--- src/rtl/fft8_frame_ctrl.sv ---
// Frame sequencer around the pipelined 8-point FFT core. Collects 8 serial samples,
// holds them on the core inputs through the pipeline latency, then streams the 8 bins out.
module fft8_frame_ctrl #(
    parameter int DATA_W  = 12,
    parameter int FFT_LAT = 3
) (
    input  logic                clk,
    input  logic                rst,
    input  logic                s_valid,
    output logic                s_ready,
    input  logic [DATA_W-1:0]   s_data,
    output logic [8*DATA_W-1:0] fft_x,
    input  logic [8*DATA_W-1:0] fft_y_r,
    input  logic [8*DATA_W-1:0] fft_y_i,
    output logic                m_valid,
    input  logic                m_ready,
    output logic [DATA_W-1:0]   m_re,
    output logic [DATA_W-1:0]   m_im,
    output logic [2:0]          m_bin,
    output logic                m_last,
    output logic                busy
);

    localparam logic [0:0]       ST_FILL = 1'b0;
    localparam logic [0:0]       ST_WAIT = 1'b1;
    localparam int               LAT_W   = (FFT_LAT < 1) ? 1 : $clog2(FFT_LAT + 1);
    localparam logic [LAT_W-1:0] LAT_MAX = LAT_W'(FFT_LAT);

    logic [0:0]             state_q,   state_d;
    logic [2:0]             wr_ptr_q,  wr_ptr_d;
    logic [LAT_W-1:0]       lat_cnt_q, lat_cnt_d;
    logic [7:0][DATA_W-1:0] x_q,       x_d;
    logic                   s_ready_q, s_ready_d;
    logic                   full_q,    full_d;
    logic [2:0]             rd_ptr_q,  rd_ptr_d;
    logic [7:0][DATA_W-1:0] yr_q,      yr_d;
    logic [7:0][DATA_W-1:0] yi_q,      yi_d;

    logic s_beat;
    logic m_beat;
    logic drain_done;
    logic lat_done;
    logic capture;

    assign s_beat     = s_valid && s_ready_q;
    assign m_beat     = full_q && m_ready;
    assign drain_done = m_beat && (rd_ptr_q == 3'd7);
    assign lat_done   = (lat_cnt_q == LAT_MAX);
    // A waiting frame may capture on the same edge the last bin leaves, so the stream has no bubble.
    assign capture    = (state_q == ST_WAIT) && lat_done && (!full_q || drain_done);

    always_comb begin
        // NOTE: every _d starts from its held value so no path through this block infers a latch.
        state_d   = state_q;
        wr_ptr_d  = wr_ptr_q;
        lat_cnt_d = lat_cnt_q;
        x_d       = x_q;
        case (state_q)
            ST_FILL: begin
                if (s_beat) begin
                    x_d[wr_ptr_q] = s_data;
                    wr_ptr_d      = wr_ptr_q + 3'd1;
                    if (wr_ptr_q == 3'd7) begin
                        state_d   = ST_WAIT;
                        lat_cnt_d = '0;
                    end
                end
            end
            ST_WAIT: begin
                if (!lat_done) begin
                    lat_cnt_d = lat_cnt_q + LAT_W'(1);
                end
                if (capture) begin
                    state_d = ST_FILL;
                end
            end
            default: state_d = ST_FILL;
        endcase
        s_ready_d = (state_d == ST_FILL);
    end

    always_comb begin
        full_d   = full_q;
        rd_ptr_d = rd_ptr_q;
        yr_d     = yr_q;
        yi_d     = yi_q;
        if (capture) begin
            yr_d     = fft_y_r;
            yi_d     = fft_y_i;
            full_d   = 1'b1;
            rd_ptr_d = 3'd0;
        end else if (m_beat) begin
            rd_ptr_d = rd_ptr_q + 3'd1;
            if (rd_ptr_q == 3'd7) begin
                full_d = 1'b0;
            end
        end
    end

    // NOTE: sequential state uses <= so every flop samples pre-edge values regardless of statement order.
    always_ff @(posedge clk or posedge rst) begin
        if (rst) begin
            state_q   <= ST_FILL;
            wr_ptr_q  <= 3'd0;
            lat_cnt_q <= '0;
            x_q       <= '0;
            s_ready_q <= 1'b0;
            full_q    <= 1'b0;
            rd_ptr_q  <= 3'd0;
        end else begin
            state_q   <= state_d;
            wr_ptr_q  <= wr_ptr_d;
            lat_cnt_q <= lat_cnt_d;
            x_q       <= x_d;
            s_ready_q <= s_ready_d;
            full_q    <= full_d;
            rd_ptr_q  <= rd_ptr_d;
        end
    end

    // NOTE: bin storage has no reset; the m_* ports are masked by full_q, so stale bins never escape.
    always_ff @(posedge clk) begin
        yr_q <= yr_d;
        yi_q <= yi_d;
    end

    assign s_ready = s_ready_q;
    assign fft_x   = x_q;
    assign m_valid = full_q;
    assign m_re    = full_q ? yr_q[rd_ptr_q] : '0;
    assign m_im    = full_q ? yi_q[rd_ptr_q] : '0;
    assign m_bin   = full_q ? rd_ptr_q : 3'd0;
    assign m_last  = full_q && (rd_ptr_q == 3'd7);
    assign busy    = (state_q == ST_WAIT) || full_q;

endmodule
--- config.mk ---
export PLATFORM = sky130hd
export DESIGN_NAME = fft8_frame_ctrl
export DESIGN_NICKNAME = d
export VERILOG_FILES = /design/src/rtl/fft8_frame_ctrl.sv
export SDC_FILE = /design/constraint.sdc
export NUM_CORES = 1
export LEC_CHECK = 0
export ABC_CLOCK_PERIOD_IN_PS = 15150
export CAP_MARGIN = 20
export CELL_PAD_IN_SITES_DETAIL_PLACEMENT = 2
export CELL_PAD_IN_SITES_GLOBAL_PLACEMENT = 2
export CORE_MARGIN = 2
export CORE_UTILIZATION = 34
export CTS_CLUSTER_DIAMETER = 80
export DETAILED_ROUTE_END_ITERATION = 6
export PLACE_DENSITY_LB_ADDON = 0.1
export SLEW_MARGIN = 20
export SYNTH_ARGS = -nofsm -noshare
export SYNTH_HDL_FRONTEND = slang
export SYNTH_SLANG_ARGS = --single-unit
--- constraint.sdc ---
create_clock -name clk -period 15.15 [get_ports clk]
set_clock_uncertainty 0.1 [all_clocks]
set_input_delay 1.515 -clock clk [delete_from_list [all_inputs] [get_ports clk]]
set_output_delay 1.515 -clock clk [all_outputs]
set_load 0.01 [all_outputs]
==> flow_summary.json, run 1 <==
{
  "cts_tree": "done",
  "clkLatencyLatePin_ns": 0.52,
  "path_delay_family": "buffers and inverters",
  "reg2reg_from": "rd_ptr_q[1]$_DFFE_PP0P_",
  "setup_violations": 0,
  "synth_edf_count": 192,
  "ys_top_cells_by_area": "edfxtp_1 50%, dfrtp_1 23%, mux2_2 12%, mux4_2 4.7%, mux2_4 2.6%",
  "setup_slack_ns": 10.50,
  "endpoint_kind": "output pin",
  "setup_tns_ns": 0,
  "power_per_cell_area_mw_per_mm2": 192,
  "synth.most_common_cell": "edfxtp_1",
  "drive_gt1_frac": 0.245,
  "num_vias": 7042,
  "p_total_uw": 3200,
  "rows": 67,
  "drtAntennaViolNets": 0,
  "pre_cts_ws_ns": 10.32,
  "critical-path-max-stage-delay_ns": 0.56,
  "grt_max_degree": 198,
  "vias_per_cell": 4.85,
  "hp-class": "reg2reg",
  "worstMarginPinSlew_ns": 1.10,
  "ys_seq_area_frac": 0.731,
  "synthFlopType": "edfxtp_1",
  "rsz0062_at_grt": "false",
  "min-delay-start": "fft_x[4]$_DFFE_PP0P_",
  "drt-initial-drc-count": 330,
  "start_util": 0.345,
  "area_delta_synth_final_pct": 44.6,
  "synth_top_area_share": 0.499,
  "crit_fanout": 23,
  "min_period_ns": 4.65,
  "gp_congestion": 0.823,
  "status": "finished clean",
  "routedWlPerCell_um": 24.3,
  "syn_avg_cell_area_um2": 18.6,
  "p_seq_frac": 0.377,
  "startpoint_type": "register",
  "clockRootBuffer": "clkbuf_16",
  "grt_overflow": 0,
  "h-tree-depth": 2,
  "crit_path_top_delay_cell": "dfrtp_1",
  "cap_violations": 0,
  "hold_viol": 0,
  "yosys_register_bits": 299,
  "grt.total_usage": 0.202,
  "p_switching_uw": 938,
  "drv_slew": 0,
  "cts_made_buffers": 36,
  "worst-endpoint-required_ns": 13.54,
  "p_sw_frac": 0.293,
  "postCtsHoldBufs": 0,
  "antenna_found_initial": 11,
  "nFillCells": 3048,
  "seq_area_mm2": 0.00845,
  "worstPathArrival_ns": 3.03,
  "clock-sinks": 299,
  "netlist_area_mm2": 0.0116,
  "cp_cell_sequence": "buf_4 > nand2_1 > buf_8 > o22ai_1 > nor2_1 > clkdlybuf4s50_1",
  "syn_nets": 833,
  "grt_pass1_wl_um": 53300,
  "synth_commonest_cells": "192 x edfxtp_1, 125 x mux2_2, 107 x dfrtp_1, 27 x nor2_1, 25 x o21ai_0",
  "crit_type": "reg2out",
  "crit_buf_inv": 3,
  "cp-startpoint": "rd_ptr_q[0]$_DFFE_PP0P_",
  "grt_pass1_vias": 8088,
  "io_buffers": 334,
  "hpwl_um": 24400,
  "multi_input_area_mm2": 0.00301,
  "cts_setup_buffers": 0,
  "timing.fmax_mhz": 215,
  "fin_crit_sh": 0.307,
  "remaining_drc_errors": 0,
  "synthArstFlopShare": 0.358,
  "die_w_um": 188,
  "max_slew_margin": 0.265,
  "clock_path_buffers": 3,
  "ir_drop_mv": 0.106,
  "synth_cells": 620,
  "ys_warn_count": 0,
  "fin_util": 0.498,
  "synth_largest_area_cell": "edfxtp_1",
  "die_h_um": 188,
  "coreArea_mm2": 0.0335,
  "cts_resized": 0,
  "leakage_uw": 0.00613,
  "drtPass1Iterations": 5,
  "nets": 1182,
  "clkTransAtPathRegs_ns": 0.06,
  "p_int_uw": 2270,
  "yosysUniqueCellTypes": 34,
  "share_comb_of_total_power": 0.343,
  "ioPinCount": 335,
  "routed_wl_um": 35300,
  "fp.dieArea_mm2": 0.0355,
  "clkPwrFrac": 0.280
}
[metrics by stage]
step | cell area (um2) | hold slack [ns] | std cells
finish | 16700 | 0.404 | 1453
global route | 16700 | 0.427 | 1445
CTS | 16700 | 0.408 | 1443
detailed placement | 15400 | 0.391 | 1378
global placement | 15400 | 0.386 | 1377
floorplan | 11600 | 0.410 | 620
[cell usage in the layout, fill, tap and decap left out, drive strengths merged, types with 12 or more instances in the layout]
| cell | n |
|---|---|
| clkdlybuf4s50 | 334 |
| edfxtp | 192 |
| dfrtp | 107 |
| o21ai | 25 |
| mux2 | 147 |
| o22ai | 24 |
| nor2 | 27 |
| mux4 | 24 |
| nand2 | 12 |
| clkbuf | 46 |
[routing by layer]
| layer | global-route usage | wire length (um) |
|---|---|---|
| met3 | 0.0909 | 3590 |
| met4 | 0.0484 | 755 |
| met5 | 0 | 72 |
| met1 | 0.234 | 13200 |
| met2 | 0.343 | 17700 |
[logic make-up after synthesis]
group | synth area share
buffers and inverters | 0.0131
AND/OR/NAND/NOR | 0.0264
multiplexers | 0.197
adder cells (fa/ha/maj) | 0.00541
XOR/XNOR | 0.00152
AO/OA/AOI/OAI | 0.0264
flip-flops | 0.731
[sequential cells by signal, indices dropped and copies added (netlist names)]
signal and count:
rd_ptr_q 3, wr_ptr_q 3, m_valid 1, s_ready 1
yr_q 96, state_q 1, yi_q 96, lat_cnt_q 2
fft_x 96
[power by group through the flow]
stage | registers, uW | logic (uW) | clock network (uW)
after floorplan | 1230 | 493 | 0
after global placement | 1230 | 1050 | 0
after detailed placement | 1240 | 1080 | 0
after CTS | 1230 | 1090 | 923
after global routing | 1240 | 1180 | 955
final | 1210 | 1100 | 896
[layout make-up]
class	instances	share of cell area
tap	448	0.0335
clock buffer	46	0.0586
sequential	299	0.506
antenna	9	0.00135
multi-input combinational	291	0.180
timing repair buffer	340	0.205
inverter	1	0.000374
clock inverter	19	0.0151
[path summary, 6_finish.rpt]
kind	endpoint	slack, ns	cells past startpoint
max in group asynchronous	rd_ptr_q[2]$_DFFE_PP0P_	12.31	3
min in group asynchronous	fft_x[51]$_DFFE_PP0P_	1.35	2
worst max-delay path	m_re[11]	10.50	6
worst min-delay path	fft_x[4]$_DFFE_PP0P_	0.40	1
worst min register to register	fft_x[4]$_DFFE_PP0P_	0.40	1
worst max register to register	yi_q[78]$_DFFE_PP_	12.19	5
Power figures use the tool's default switching activity.
==> run 2: changes to the inputs <==
--- a/config.mk
+++ b/config.mk
@@ -5,12 +5,12 @@
 export SDC_FILE = /design/constraint.sdc
 export NUM_CORES = 1
 export LEC_CHECK = 0
-export ABC_CLOCK_PERIOD_IN_PS = 15150
+export ABC_CLOCK_PERIOD_IN_PS = 4050
 export CAP_MARGIN = 20
 export CELL_PAD_IN_SITES_DETAIL_PLACEMENT = 2
 export CELL_PAD_IN_SITES_GLOBAL_PLACEMENT = 2
 export CORE_MARGIN = 2
-export CORE_UTILIZATION = 34
+export CORE_UTILIZATION = 30
 export CTS_CLUSTER_DIAMETER = 80
 export DETAILED_ROUTE_END_ITERATION = 6
 export PLACE_DENSITY_LB_ADDON = 0.1
==> constraint.sdc (replaced) <==
create_clock -name clk -period 4.05 [get_ports clk]
set_clock_uncertainty 0.1 [all_clocks]
set_input_delay 0.405 -clock clk [delete_from_list [all_inputs] [get_ports clk]]
set_output_delay 0.405 -clock clk [all_outputs]
set_load 0.01 [all_outputs]
==> run 2 against run 1 <==
Compared with the run above: non-clock buffer count up 17; power rose to 3.7 times the previous value; critical path depth fell by 1; core utilization decreased by 5.2 points; setup slack lost 9.7 ns; largest cell class unchanged; critical path type unchanged; final cell count up 5.2%; final area is 1.0% higher; clock power increased to 3.5 times the previous value.
==> flow_summary.json, run 2 (synthesis gave the netlist of run 1 again) <==
{
  "min_period_ns": 3.28,
  "drive_gt1_frac": 0.258,
  "reg2reg_to": "yr_q[72]$_DFFE_PP_",
  "clockRootBuffer": "clkbuf_16",
  "nets": 1199,
  "antenna_found_initial": 4,
  "die_h_um": 200,
  "fp.dieArea_mm2": 0.0401,
  "timing.fmax_mhz": 305,
  "rows": 71,
  "remaining_drc_errors": 0,
  "r2r_cells": 6,
  "hp-class": "in2async",
  "start_util": 0.305,
  "grt.total_usage": 0.182,
  "cts_made_buffers": 36,
  "status": "finished clean",
  "nFillCells": 3612,
  "drtAntennaViolNets": 0,
  "die_w_um": 200,
  "drt-initial-drc-count": 248,
  "vias_per_cell": 4.65,
  "cp_cell_sequence": "buf_4 > mux4_2 > o22ai_1 > nor2_1 > clkdlybuf4s50_1",
  "ir_drop_mv": 0.308,
  "grt_overflow": 0,
  "grt_max_degree": 58,
  "critical-path-max-stage-delay_ns": 0.56,
  "path_delay_family": "buffers and inverters",
  "p_total_uw": 11800,
  "final_cell_mix": "334 x clkdlybuf4s50_1, 192 x edfxtp_1, 125 x mux2_2",
  "crit_fanout": 15,
  "cap_violations": 0,
  "mostFrequentLayoutCell": "clkdlybuf4s50_1",
  "endpoint_kind": "output pin",
  "area_delta_synth_final_pct": 46.1,
  "rrSetupSlack_ns": 1.30,
  "drtPass1Iterations": 4,
  "grt_pass1_vias": 7877,
  "crit_type": "reg2out",
  "stdcell_count": 1528,
  "routed_wl_um": 36300,
  "num_vias": 7105,
  "setup_violations": 0,
  "startpoint_type": "register",
  "clock-sinks": 299,
  "reg2reg_from": "rd_ptr_q[1]$_DFFE_PP0P_",
  "crit_buf_inv": 2,
  "worst-endpoint-required_ns": 3.54,
  "drv_slew": 0,
  "hpwl_um": 25800,
  "cts_resized": 0,
  "worstMarginPinSlew_ns": 0.890,
  "fin_crit_sh": 0.809,
  "postCtsHoldBufs": 0,
  "clock_path_buffers": 3,
  "finalHoldWorstSlack_ns": 0.307,
  "coreArea_mm2": 0.0378,
  "grt_pass1_wl_um": 54100,
  "clkTransAtPathRegs_ns": 0.06,
  "h-tree-depth": 2,
  "rsz0062_at_grt": "false",
  "gp_congestion": 0.762,
  "cts_tree": "done",
  "io_buffers": 334,
  "worstPathArrival_ns": 2.77,
  "ioPinCount": 335,
  "dpl.cell_count": 1459,
  "max_slew_margin": 0.406,
  "power_per_cell_area_mw_per_mm2": 701,
  "leakage_uw": 0.00619,
  "routedWlPerCell_um": 23.7,
  "crit_path_top_delay_cell": "mux4_2",
  "clkLatencyLatePin_ns": 0.51,
  "cts_setup_buffers": 0,
  "hold_viol": 0
}
[run 2: final cells by class]
cell class,instances,area (um2),area share
clock inverter,14,115,0.00682
timing repair buffer,357,3620,0.214
clock buffer,48,1030,0.0609
multi-input combinational,291,3010,0.178
sequential,299,8450,0.500
antenna,7,17.5,0.00104
inverter,1,6.26,0.000371
tap,511,639,0.0379
[run 2: power breakdown]
group	leakage [uW]	total, uW	switching [uW]	internal (uW)
registers	0.00305	4460	499	3960
logic	0.00257	4250	1790	2460
clock network	0.000571	3130	1230	1900
[run 2: routing by layer]
layer | up-vias | track usage | wire length (um)
met2 | 215 | 0.308 | 18200
met5 | - | 0 | 13
met1 | 3701 | 0.222 | 14700
met4 | 2 | 0.0466 | 659
met3 | 47 | 0.0617 | 2710
li1 | 3140 | - | -
[run 2: worst max-delay path by stage]
stage                                       start            endpoint  slack (ns)  depth (start not counted)
after floorplan           rd_ptr_q[0]$_DFFE_PP0P_   yi_q[0]$_DFFE_PP_       -0.39                          4
after global placement    rd_ptr_q[2]$_DFFE_PP0P_             m_im[2]        1.25                          5
after detailed placement  rd_ptr_q[1]$_DFFE_PP0P_  yi_q[93]$_DFFE_PP_        1.22                          6
after CTS                 rd_ptr_q[0]$_DFFE_PP0P_             m_re[9]        0.66                          5
after global routing      rd_ptr_q[1]$_DFFE_PP0P_             m_im[9]        0.59                          5
final                     rd_ptr_q[1]$_DFFE_PP0P_             m_im[3]        0.77                          5
[run 2: through the flow]
step	setup TNS (ns)	cell area, um2	utilization	setup slack, ns
2_1_floorplan	-76.93	11600	-	-0.394
3_3_place_gp	0	15700	0.415	1.25
3_5_place_dp	0	15700	0.415	1.22
4_1_cts	0	16900	0.446	0.662
5_1_grt	0	16900	0.446	0.592
6_report	0	16900	0.446	0.773
[run 2: worst reg2reg max path, stage by stage, from the launching register on]
cell     delay, ns
dfrtp_2       0.54
buf_4         0.29
ha_2          0.23
ha_4          0.14
nand2_4       0.06
a21oi_4       0.72
buf_4         0.36
